File: src/rtl/sysid_boot_arbiter_if.sv
// Avalon-style read bus between the external master and the sysid arbiter.
// master drives read/address; slave returns waitrequest, readdata, readdatavalid.
interface sysid_boot_arbiter_if;
  logic        m_read;
  logic        m_address;
  logic        m_waitrequest;
  logic [31:0] m_readdata;
  logic        m_readdatavalid;

  modport master (
    output m_read,
    output m_address,
    input  m_waitrequest,
    input  m_readdata,
    input  m_readdatavalid
  );

  modport slave (
    input  m_read,
    input  m_address,
    output m_waitrequest,
    output m_readdata,
    output m_readdatavalid
  );
endinterface

File: src/rtl/sysid_boot_arbiter.sv
// Boot-time sysid check (ID + timestamp) with retries, then shares the sysid
// slave with one external read master.
// Ports: clock/reset, sys_address/sys_readdata to the sysid slave, m (bus slave
// side), recheck pulse, check_done/check_pass/check_fail/err_code status.
module sysid_boot_arbiter #(
  parameter logic [31:0] EXPECTED_ID = 32'h0000_0000,
  parameter logic [31:0] EXPECTED_TS = 32'h5A98_7835,
  parameter int          RETRY_MAX   = 3
) (
  input  logic                 clock,
  input  logic                 reset,
  output logic                 sys_address,
  input  logic [31:0]          sys_readdata,
  sysid_boot_arbiter_if.slave  m,
  input  logic                 recheck,
  output logic                 check_done,
  output logic                 check_pass,
  output logic                 check_fail,
  output logic [1:0]           err_code
);

  localparam int AW = $clog2(RETRY_MAX + 1);

  typedef enum logic [1:0] {
    CHK_ID,
    CHK_TS,
    EVAL,
    READY
  } state_t;

  state_t        state;
  state_t        state_nx;
  logic [AW-1:0] attempts;
  logic [31:0]   id_q;
  logic [31:0]   ts_q;
  logic          pass_q;
  logic          fail_q;
  logic          id_bad;
  logic          ts_bad;
  logic          last_try;
  logic          rerun;
  logic          accept;

  assign id_bad   = (id_q != EXPECTED_ID);
  assign ts_bad   = (ts_q != EXPECTED_TS);
  assign last_try = (32'(attempts) + 32'd1 >= 32'(RETRY_MAX));
  assign rerun    = (state == READY) & recheck;

  // recheck stalls the master so a rerun never races an accepted read
  assign m.m_waitrequest = (state != READY) | recheck;
  assign accept          = m.m_read & ~m.m_waitrequest;

  assign check_pass = pass_q;
  assign check_fail = fail_q;
  assign check_done = pass_q | fail_q;

  always_ff @(posedge clock or posedge reset) begin
    if (reset) state <= CHK_ID;
    else       state <= state_nx;
  end

  always_comb begin
    state_nx    = state;
    sys_address = 1'b0;
    unique case (state)
      CHK_ID: state_nx = CHK_TS;
      CHK_TS: begin
        sys_address = 1'b1;
        state_nx    = EVAL;
      end
      EVAL: begin
        if (!(id_bad || ts_bad) || last_try) state_nx = READY;
        else                                 state_nx = CHK_ID;
      end
      READY: begin
        sys_address = m.m_address;
        if (rerun) state_nx = CHK_ID;
      end
      default: state_nx = CHK_ID;
    endcase
  end

  always_ff @(posedge clock or posedge reset) begin
    if (reset) begin
      attempts          <= '0;
      id_q              <= '0;
      ts_q              <= '0;
      pass_q            <= 1'b0;
      fail_q            <= 1'b0;
      err_code          <= 2'b00;
      m.m_readdata      <= '0;
      m.m_readdatavalid <= 1'b0;
    end else begin
      m.m_readdatavalid <= accept;
      if (accept) m.m_readdata <= sys_readdata;
      unique case (state)
        CHK_ID: id_q <= sys_readdata;
        CHK_TS: ts_q <= sys_readdata;
        EVAL: begin
          err_code <= {ts_bad, id_bad};
          if (!(id_bad || ts_bad)) pass_q   <= 1'b1;
          else if (last_try)       fail_q   <= 1'b1;
          else                     attempts <= attempts + 1'b1;
        end
        READY: begin
          if (rerun) begin
            attempts <= '0;
            pass_q   <= 1'b0;
            fail_q   <= 1'b0;
            err_code <= 2'b00;
          end
        end
        default: ;
      endcase
    end
  end

endmodule

File: src/flat_wrapper.sv
// flat-port wrapper written by rule: the top's interface ports become plain ports
module sysid_boot_arbiter_flat 
#(
  parameter logic [31:0] EXPECTED_ID = 32'h0000_0000,
  parameter logic [31:0] EXPECTED_TS = 32'h5A98_7835,
  parameter int          RETRY_MAX   = 3
)
  (clock, reset, sys_address, sys_readdata, recheck, check_done, check_pass, check_fail, err_code, m_m_read, m_m_address, m_m_waitrequest, m_m_readdata, m_m_readdatavalid);
  sysid_boot_arbiter_if m_i ();
  input  logic clock;
  input  logic reset;
  output logic sys_address;
  input  logic [31:0] sys_readdata;
  input  logic recheck;
  output logic check_done;
  output logic check_pass;
  output logic check_fail;
  output logic [1:0] err_code;
  input wire logic [$bits(m_i.m_read)-1:0] m_m_read;
  input wire logic [$bits(m_i.m_address)-1:0] m_m_address;
  output wire logic [$bits(m_i.m_waitrequest)-1:0] m_m_waitrequest;
  output wire logic [$bits(m_i.m_readdata)-1:0] m_m_readdata;
  output wire logic [$bits(m_i.m_readdatavalid)-1:0] m_m_readdatavalid;
  assign m_i.m_read = m_m_read;
  assign m_i.m_address = m_m_address;
  assign m_m_waitrequest = m_i.m_waitrequest;
  assign m_m_readdata = m_i.m_readdata;
  assign m_m_readdatavalid = m_i.m_readdatavalid;
  sysid_boot_arbiter #(.EXPECTED_ID(EXPECTED_ID), .EXPECTED_TS(EXPECTED_TS), .RETRY_MAX(RETRY_MAX)) u_core (.clock(clock), .reset(reset), .sys_address(sys_address), .sys_readdata(sys_readdata), .m(m_i), .recheck(recheck), .check_done(check_done), .check_pass(check_pass), .check_fail(check_fail), .err_code(err_code));
endmodule
File: config.mk
export PLATFORM = sky130hd
export DESIGN_NAME = sysid_boot_arbiter_flat
export DESIGN_NICKNAME = d
export VERILOG_FILES = /design/src/rtl/sysid_boot_arbiter_if.sv /design/src/rtl/sysid_boot_arbiter.sv /design/src/flat_wrapper.sv
export SDC_FILE = /design/constraint.sdc
export NUM_CORES = 1
export LEC_CHECK = 0
export ABC_AREA = 1
export CAP_MARGIN = 20
export CORE_MARGIN = 4
export CORE_UTILIZATION = 52
export DETAILED_ROUTE_END_ITERATION = 8
export GPL_TIMING_DRIVEN = 0
export PLACE_DENSITY_LB_ADDON = 0.12
export RECOVER_POWER = 25
export SLEW_MARGIN = 15
export SYNTH_ARGS = -nofsm -noshare
export SYNTH_HDL_FRONTEND = slang
export SYNTH_SLANG_ARGS = --single-unit
File: constraint.sdc
create_clock -name clock -period 4.8 [get_ports clock]
set_input_delay 0.96 -clock clock [delete_from_list [all_inputs] [get_ports clock]]
set_output_delay 0.96 -clock clock [all_outputs]
set_load 0.05 [all_outputs]
# Word level (Yosys, flattened, before mapping)
# Index checks and enable logic that the tools add are counted.
# Widths: inputs -> output; s select.
# totals
regBits	105
in_bits	37
out_inout_bits	40
wordCells	51
# op_classes
add_sub_neg	2
magnitude_cmp	1
eq_ne	10
muxes	14
n_bitwise	5
reduce_logical	10
# ops
op	count
$ge 32x2->1 const B	1
$ne 32x31->1 const B	1
$reduce_bool 32->1	1
$mux 2	4
$pmux 2 s2	2
$pmux 2 s4	1
$reduce_and 4->1	2
$ne 2x1->1 const B	3
$ne 2x2->1 const B	3
$pmux 1 s2	3
$eq 2x2->1 const B	2
$mux 1	4
$add 2x1->3 const B	1
$reduce_and 3->1	1
$add 2x1->2 const B	1
$and 1x1->1	2
$eq 2x1->1 const B	1
$logic_not 2->1	1
$logic_or 1x1->1	2
$or 1x1->1	2
$reduce_and 2->1	1
$reduce_bool 2->1	1
$logic_not 1->1	1
$not 1->1	1

# Depth between registers and ports, before layout
# Gate-level depths: netlist of the first run.
# depth
depth_word	6
ltp_mapped	11
ltp_nobuf	11

# Worst setup path before layout of the first run
# OpenSTA, ideal clock, no wires.
# synth_timing
path_kind	in2out
startpoint	input port m_m_address
endpoint	output port sys_address
arrival_ps	1341
required_ps	3840
path_slack_ps	2499
stages	2
path_buffers	0
cell_sequence	nand2_1 -> nand2_1
# synth_via
elab_chain_len	1
# synth_lines
element	line_no	source
start, declared	flat_wrapper.sv:20	input wire logic [$bits(m_i.m_address)-1:0] m_m_address;
$pmux 1 s2	sysid_boot_arbiter.sv:65	unique case (state)
end, declared	flat_wrapper.sv:12	output logic sys_address;
# No other way between the ends.

# Worst setup path after layout of the first run
# layout_timing
startpoint	input port recheck
endpoint	output port m_m_waitrequest
# layout_via
elab_chain_len	1
# layout_lines
element	line_no	source
start, declared	flat_wrapper.sv:14	input logic recheck;
$or 1x1->1	sysid_boot_arbiter.sv:50	assign m.m_waitrequest = (state != READY) | recheck;
end, declared	flat_wrapper.sv:21	output wire logic [$bits(m_i.m_waitrequest)-1:0] m_m_waitrequest;
# No other way between the ends.

==> out/metrics.cfg, run 1 <==
[clock_network]
tritoncts = built
clkSinkCount = 105
insertion_delay_ns = 0.36
cts_root_buffer = clkbuf_8
htreeDepth = 3
postCtsHoldBufs = 0
cts_resized = 0
clk_pin_slew_worst_paths_ns = 0.10
cts_made_buffers = 9
cts_buffer_depth = 2
cts_setup_buffers = 0

[sta]
period_needed_ns = 3.47
skew_ns = 0.00809
maxSlewHeadroom_pct = -8.56
final-max-slew-violation-count = 35
holdWs_ns = 0.492
fin_tns_setup_ns = 0
rsz0062_at_grt = false
setup_slack_ns = 1.33
fin_crit_sh_pct = 72.2
setup_viol = 0
fmax_mhz = 288
hold_viol = 0
worst_slew_pin_slew_ns = 1.62

[logic_synthesis]
syn_area_per_cell_sq_um = 8.94
synthFlopType = dfrtp_1
synth_common_cells = nand2_1 (144), dfrtp_1 (105), o21ai_0 (66)
synth_top_family_by_area = simple AND/OR/NAND/NOR gates
yosysMostFrequentCell = nand2_1
syn-num-nets = 522
yosysSeqAreaShare_pct = 60.8
yosys.cell_types.count = 21
ys_ff_latch = 105
synth_area_sq_um = 4320
synth_warnings = 0
async_flop_share_pct = 100
synth_enable_flop_cells = 0
synth_area_leaders = dfrtp_1 (61%), nand2_1 (13%), o21ai_0 (7.6%)
synth_top_area_share_pct = 60.8
synthAdderAreaFrac_pct = 0.579
yosysTopAreaCell = dfrtp_1
syn_inst = 483
synth_xor_area_share_pct = 0
yosys.area_share.simple_pct = 17.9
synthMuxAreaShare_pct = 0
synth_compound_area_share_pct = 12.6

[final_layout]
multi_input_area_sq_um = 1340
final_nets = 610
postLayoutCellArea_sq_um = 5430
fillers = 633
diodes = 0
drive_above_1_share_pct = 6.60
final-seq-area_sq_um = 2630
area_growth_pct = 25.6

[pwr]
p_per_area_nw_per_um2 = 736
total_leakage_power_nw = 2.63
power_mw = 3.99
ir_drop_v = 0.000374

[setup_path]
cp_data_arrival_time_ns = 2.51
r2r_slack_ns = 3.13
cpLargestDelayFamily = buffers and inverters
worstSetupEndpointType = output pin
critPathLaunchType = primary input
cpPeakStageDelay_ns = 0.71
r2r-start = u_core.state[1]$_DFFE_PP0N_
path_cells = dlygate4sd3_1 > nor2_4 > inv_1 > clkdlybuf4s50_1
r2r-end = u_core.ts_q[17]$_DFFE_PP0P_
rr_worst_depth = 6
crit_type = in -> out
crit_buf_inv = 3
required_ns = 3.84
path_max_fanout = 6
crit_path_top_delay_cell = clkdlybuf4s50_1

[place]
io_buffers = 76
post_dp_cell_area_sq_um = 5240
post-dp-hpwl_um = 6740
place.gp.congestion = 0.869
pre_cts_slack_ns = 1.43

[routing]
vias = 3391
first_pass_iters = 4
routedWlPerCell_um = 13.5
routed_wl_um = 9130
antenna_left = 0
via_per_inst = 5.00
dr.first_iter.drc_count = 121
drc = 0

[grt]
first_global_vias = 3422
grt_max_degree = 72
overflow = 0
grt_usage_pct = 19.9
antenna_found_initial = 0
grt_pass1_wl_um = 15900

[floorplan]
num_io_pins = 77
rows = 32
die_h_um = 99.1
die_w_um = 99.1
dieArea_sq_um = 9830
start_util_pct = 54.8
coreArea_sq_um = 7890

[status]
status = finished, violations left
failed_checks = max-capacitance violations, max-slew violations

[run]
maxCapViolCount = 1

[min_path]
min_path_cells = 2
holdCritStartpoint = u_core.m.m_readdata[0]$_DFFE_PP0P_
min_to = u_core.m.m_readdata[0]$_DFFE_PP0P_
hold_class = reg -> reg

power breakdown:
| group | total, mW | switching, mW | internal, mW | leakage (nW) |
|---|---|---|---|---|
| Combinational | 1.90 | 1.27 | 0.634 | 1.24 |
| Clock | 0.542 | 0.298 | 0.243 | 0.0929 |
| Sequential | 1.55 | 0.229 | 1.32 | 1.30 |
worst max-delay path by stage:
stage	startpoint	endpoint	slack, ns	cells past startpoint
after global routing	recheck	m_m_waitrequest	1.28	4
after global placement	reset	u_core.attempts[0]$_DFFE_PP0P_	-0.37	2
after detailed placement	recheck	m_m_waitrequest	1.43	4
after CTS	recheck	m_m_waitrequest	1.41	4
final	recheck	m_m_waitrequest	1.33	4
after floorplan	reset	u_core.attempts[0]$_DFFE_PP0P_	1.08	1
sequential cells by signal, indices dropped and copies added, names as in the netlist:
register,flops
u_core.id_q,32
u_core.check_pass,1
u_core.err_code,2
u_core.m.m_readdatavalid,1
u_core.attempts,2
u_core.state,2
u_core.ts_q,32
u_core.check_fail,1
u_core.m.m_readdata,32
routing by layer:
metal	wire length [um]	global-route usage, %
met5	0	0
met4	125	5.78
met3	425	3.51
met2	4390	32.9
met1	4190	27.2
kinds of logic after synthesis:
family                   Yosys count
buffers and inverters             80
AO/OA/AOI/OAI                    101
adder cells (fa/ha/maj)            2
AND/OR/NAND/NOR                  195
flip-flops                       105
cell type report:
type                            instances  area share (%)
Buffer                                 20            2.21
Clock buffer                           10            2.35
Clock inverter                          6            1.25
Inverter                               60            4.17
Multi-Input combinational cell        298            24.7
Sequential cell                       105            48.4
Tap cell                              102            2.35
Timing Repair Buffer                   77            14.5
per-stage QoR:
stage,instances,util [%]
6_report,678,68.8
2_1_floorplan,483,-
4_1_cts,678,68.9
5_1_grt,678,68.8
3_3_place_gp,661,66.0
3_5_place_dp,662,66.4
worst register-to-register path, delay by kind of cell (launching register included):
family	cells	cell delay, ns
flip-flops	1	0.41
AND/OR/NAND/NOR	2	0.21
AO/OA/AOI/OAI	1	0.10
buffers and inverters	3	0.87
layout by cell type (no fill, tap or decap), types with 2 or more instances in the layout:
master,n
nand3_1,7
clkbuf_8,9
clkinvlp_4,2
nand4_1,2
nand2_1,144
o21ai_0,66
clkbuf_1,15
clkdlybuf4s50_1,70
dlygate4sd3_1,6
inv_1,59
o21ai_2,10
o21ai_1,23
nand2_2,2
dfrtp_1,105
buf_6,6
and2_1,2
nor2_1,35
ha_1,2
No activity file was read; power rests on OpenSTA's default activity.
==> run 2: changes to the inputs <==
Settings changed: CORE_UTILIZATION 52 to 47.
Clock period 4.8 ns to 2.87 ns, I/O delays scaled along.
==> out/metrics.cfg, run 2 (synthesis results as in run 1) <==
[place]
post_dp_cell_area_sq_um = 5280  ; was 5240 sq um
io_buffers = 76  ; unchanged
post-dp-hpwl_um = 7050  ; was 6740 um
place.gp.congestion = 0.774  ; was 0.869
pre_cts_slack_ns = 0.265  ; was 1.43 ns

[floorplan]
start_util_pct = 48.8  ; was 54.8%
coreArea_sq_um = 8850  ; was 7890 sq um
die_w_um = 104  ; was 99.1 um
rows = 34  ; was 32
dieArea_sq_um = 10800  ; was 9830 sq um
num_io_pins = 77  ; unchanged
die_h_um = 104  ; was 99.1 um

[routing]
routed_wl_um = 9490  ; was 9130 um
antenna_left = 0  ; unchanged
vias = 3396  ; was 3391
first_pass_iters = 4  ; unchanged
via_per_inst = 4.95  ; was 5.00
drc = 0  ; unchanged
routedWlPerCell_um = 13.8  ; was 13.5 um
dr.first_iter.drc_count = 158  ; was 121

[pwr]
p_per_area_nw_per_um2 = 1240  ; was 736 nW/um^2
total_leakage_power_nw = 2.67  ; was 2.63 nW
ir_drop_v = 0.000546  ; was 0.000374 V

[grt]
first_global_vias = 3559  ; was 3422
grt_pass1_wl_um = 16700  ; was 15900 um
grt_max_degree = 37  ; was 72
grt_usage_pct = 19.0  ; was 19.9%
overflow = 0  ; unchanged
antenna_found_initial = 0  ; unchanged

[final_layout]
postLayoutCellArea_sq_um = 5480  ; was 5430 sq um
largestRegisters = u_core.id_q: 32 flops, u_core.m.m_readdata: 32 flops, u_core.ts_q: 32 flops  ; unchanged
drive_above_1_share_pct = 7.79  ; was 6.60%
area_growth_pct = 26.9  ; was 25.6%
postLayoutCoreUtil_pct = 61.9  ; was 68.8%
diodes = 0  ; unchanged
final_cell_mix = nand2_1 (144), dfrtp_1 (105), clkdlybuf4s50_1 (75)  ; was nand2_1 (144), dfrtp_1 (105), clkdlybuf4s50_1 (70)
final_nets = 612  ; was 610
final_common_cell = nand2_1  ; unchanged
fillers = 803  ; was 633

[min_path]
holdCritStartpoint = u_core.m.m_readdata[31]$_DFFE_PP0P_  ; was u_core.m.m_readdata[0]$_DFFE_PP0P_
min_to = u_core.m.m_readdata[31]$_DFFE_PP0P_  ; was u_core.m.m_readdata[0]$_DFFE_PP0P_
hold_class = reg -> reg  ; unchanged
min_path_cells = 2  ; unchanged

[clock_network]
cts_setup_buffers = 0  ; unchanged
cts_made_buffers = 9  ; unchanged
cts_buffer_depth = 2  ; unchanged
cts_resized = 0  ; unchanged
postCtsHoldBufs = 0  ; unchanged
tritoncts = built  ; unchanged
cts_root_buffer = clkbuf_8  ; unchanged
insertion_delay_ns = 0.36  ; about the same
htreeDepth = 3  ; unchanged
clkSinkCount = 105  ; unchanged
clk_pin_slew_worst_paths_ns = 0.09  ; was 0.10 ns

[sta]
setup_viol = 0  ; unchanged
setup_slack_ns = 0.147  ; was 1.33 ns
fmax_mhz = 367
final-max-slew-violation-count = 0  ; was 35
fin_tns_setup_ns = 0  ; unchanged
skew_ns = 0.0110  ; was 0.00809 ns
fin_crit_sh_pct = 94.9
rsz0062_at_grt = false  ; unchanged
hold_viol = 0  ; unchanged
period_needed_ns = 2.72
worst_slew_pin_slew_ns = 0.801  ; was 1.62 ns
maxSlewHeadroom_pct = 46.6  ; was -8.56%

[setup_path]
cp_data_arrival_time_ns = 2.15  ; was 2.51 ns
worstSetupEndpointType = output pin  ; unchanged
required_ns = 2.30  ; was 3.84 ns
r2r-end = u_core.attempts[0]$_DFFE_PP0P_  ; was u_core.ts_q[17]$_DFFE_PP0P_
rr_worst_depth = 11  ; was 6
r2r-start = u_core.ts_q[22]$_DFFE_PP0P_  ; was u_core.state[1]$_DFFE_PP0N_
path_max_fanout = 10  ; was 6
crit_type = reg -> out  ; was in -> out
critPathLaunchType = register  ; was primary input
r2r_slack_ns = 1.37  ; was 3.13 ns

[status]
status = finished clean  ; was finished, violations left

[run]
maxCapViolCount = 0  ; was 1

run 2: cell count changes in the layout (fill, tap and decap cells not counted), sizes merged:
cell	delta
buf	+5
clkdlybuf4s50	+5
dlygate4sd3	-5
clkbuf	-2
clkinvlp	-2
bufinv	+1
clkinv	+1
inv	-1
run 2: worst max-delay path by stage:
stage | endpoint | cells after the start | start
6_report | sys_address | 5 | u_core.state[1]$_DFFE_PP0N_
3_5_place_dp | m_m_waitrequest | 4 | recheck
3_3_place_gp | u_core.m.m_readdata[27]$_DFFE_PP0P_ | 2 | reset
5_1_grt | sys_address | 5 | u_core.state[1]$_DFFE_PP0N_
4_1_cts | sys_address | 5 | u_core.state[1]$_DFFE_PP0N_
2_1_floorplan | u_core.attempts[0]$_DFFE_PP0P_ | 1 | reset
run 2: per-layer routing:
metal	wire length, um	share of wire [%]	global-route usage (%)
met4	153	1.6	5.32
met2	4580	48	31.8
met1	4350	46	24.7
met3	418	4.4	4.59
met5	0	0	0
run 2: critical path: stages (launching register included):
cell and delay, ns:
dfrtp_1 0.40, inv_1 0.09, nand2_1 0.10, clkbuf_1 0.39
nand2_1 0.09, clkdlybuf4s50_1 0.72
run 2: final cells by class:
class | instances | area [sq um] | share of cell area, %
buffer | 20 | 125 | 2.28
inverter | 60 | 226 | 4.13
multi-input combinational | 298 | 1340 | 24.5
sequential | 105 | 2630 | 47.9
timing repair buffer | 79 | 806 | 14.7
clock buffer | 11 | 141 | 2.58
tap | 108 | 135 | 2.47
clock inverter | 5 | 78.8 | 1.44
run 2: where the power goes:
group	leakage [nW]	internal [mW]	total, mW	switching (mW)
clock	0.113	0.514	0.994	0.480
sequential	1.30	2.21	2.60	0.390
combinational	1.26	1.07	3.19	2.11
run 2: through the flow:
stage                     total power, mW  hold slack, ns  std cells
after floorplan                      4.79           0.453        483
after global placement               5.74           0.466        667
after detailed placement             5.85           0.471        670
after CTS                            6.87           0.494        686
after global routing                 7.31           0.506        686
final                                6.78           0.488        686
==> run 3: changes to the inputs <==
Settings changed: CAP_MARGIN 20 to 30.
==> results of run 3 <==
The final DEF is identical to that of run 2; final timing and power are the same.
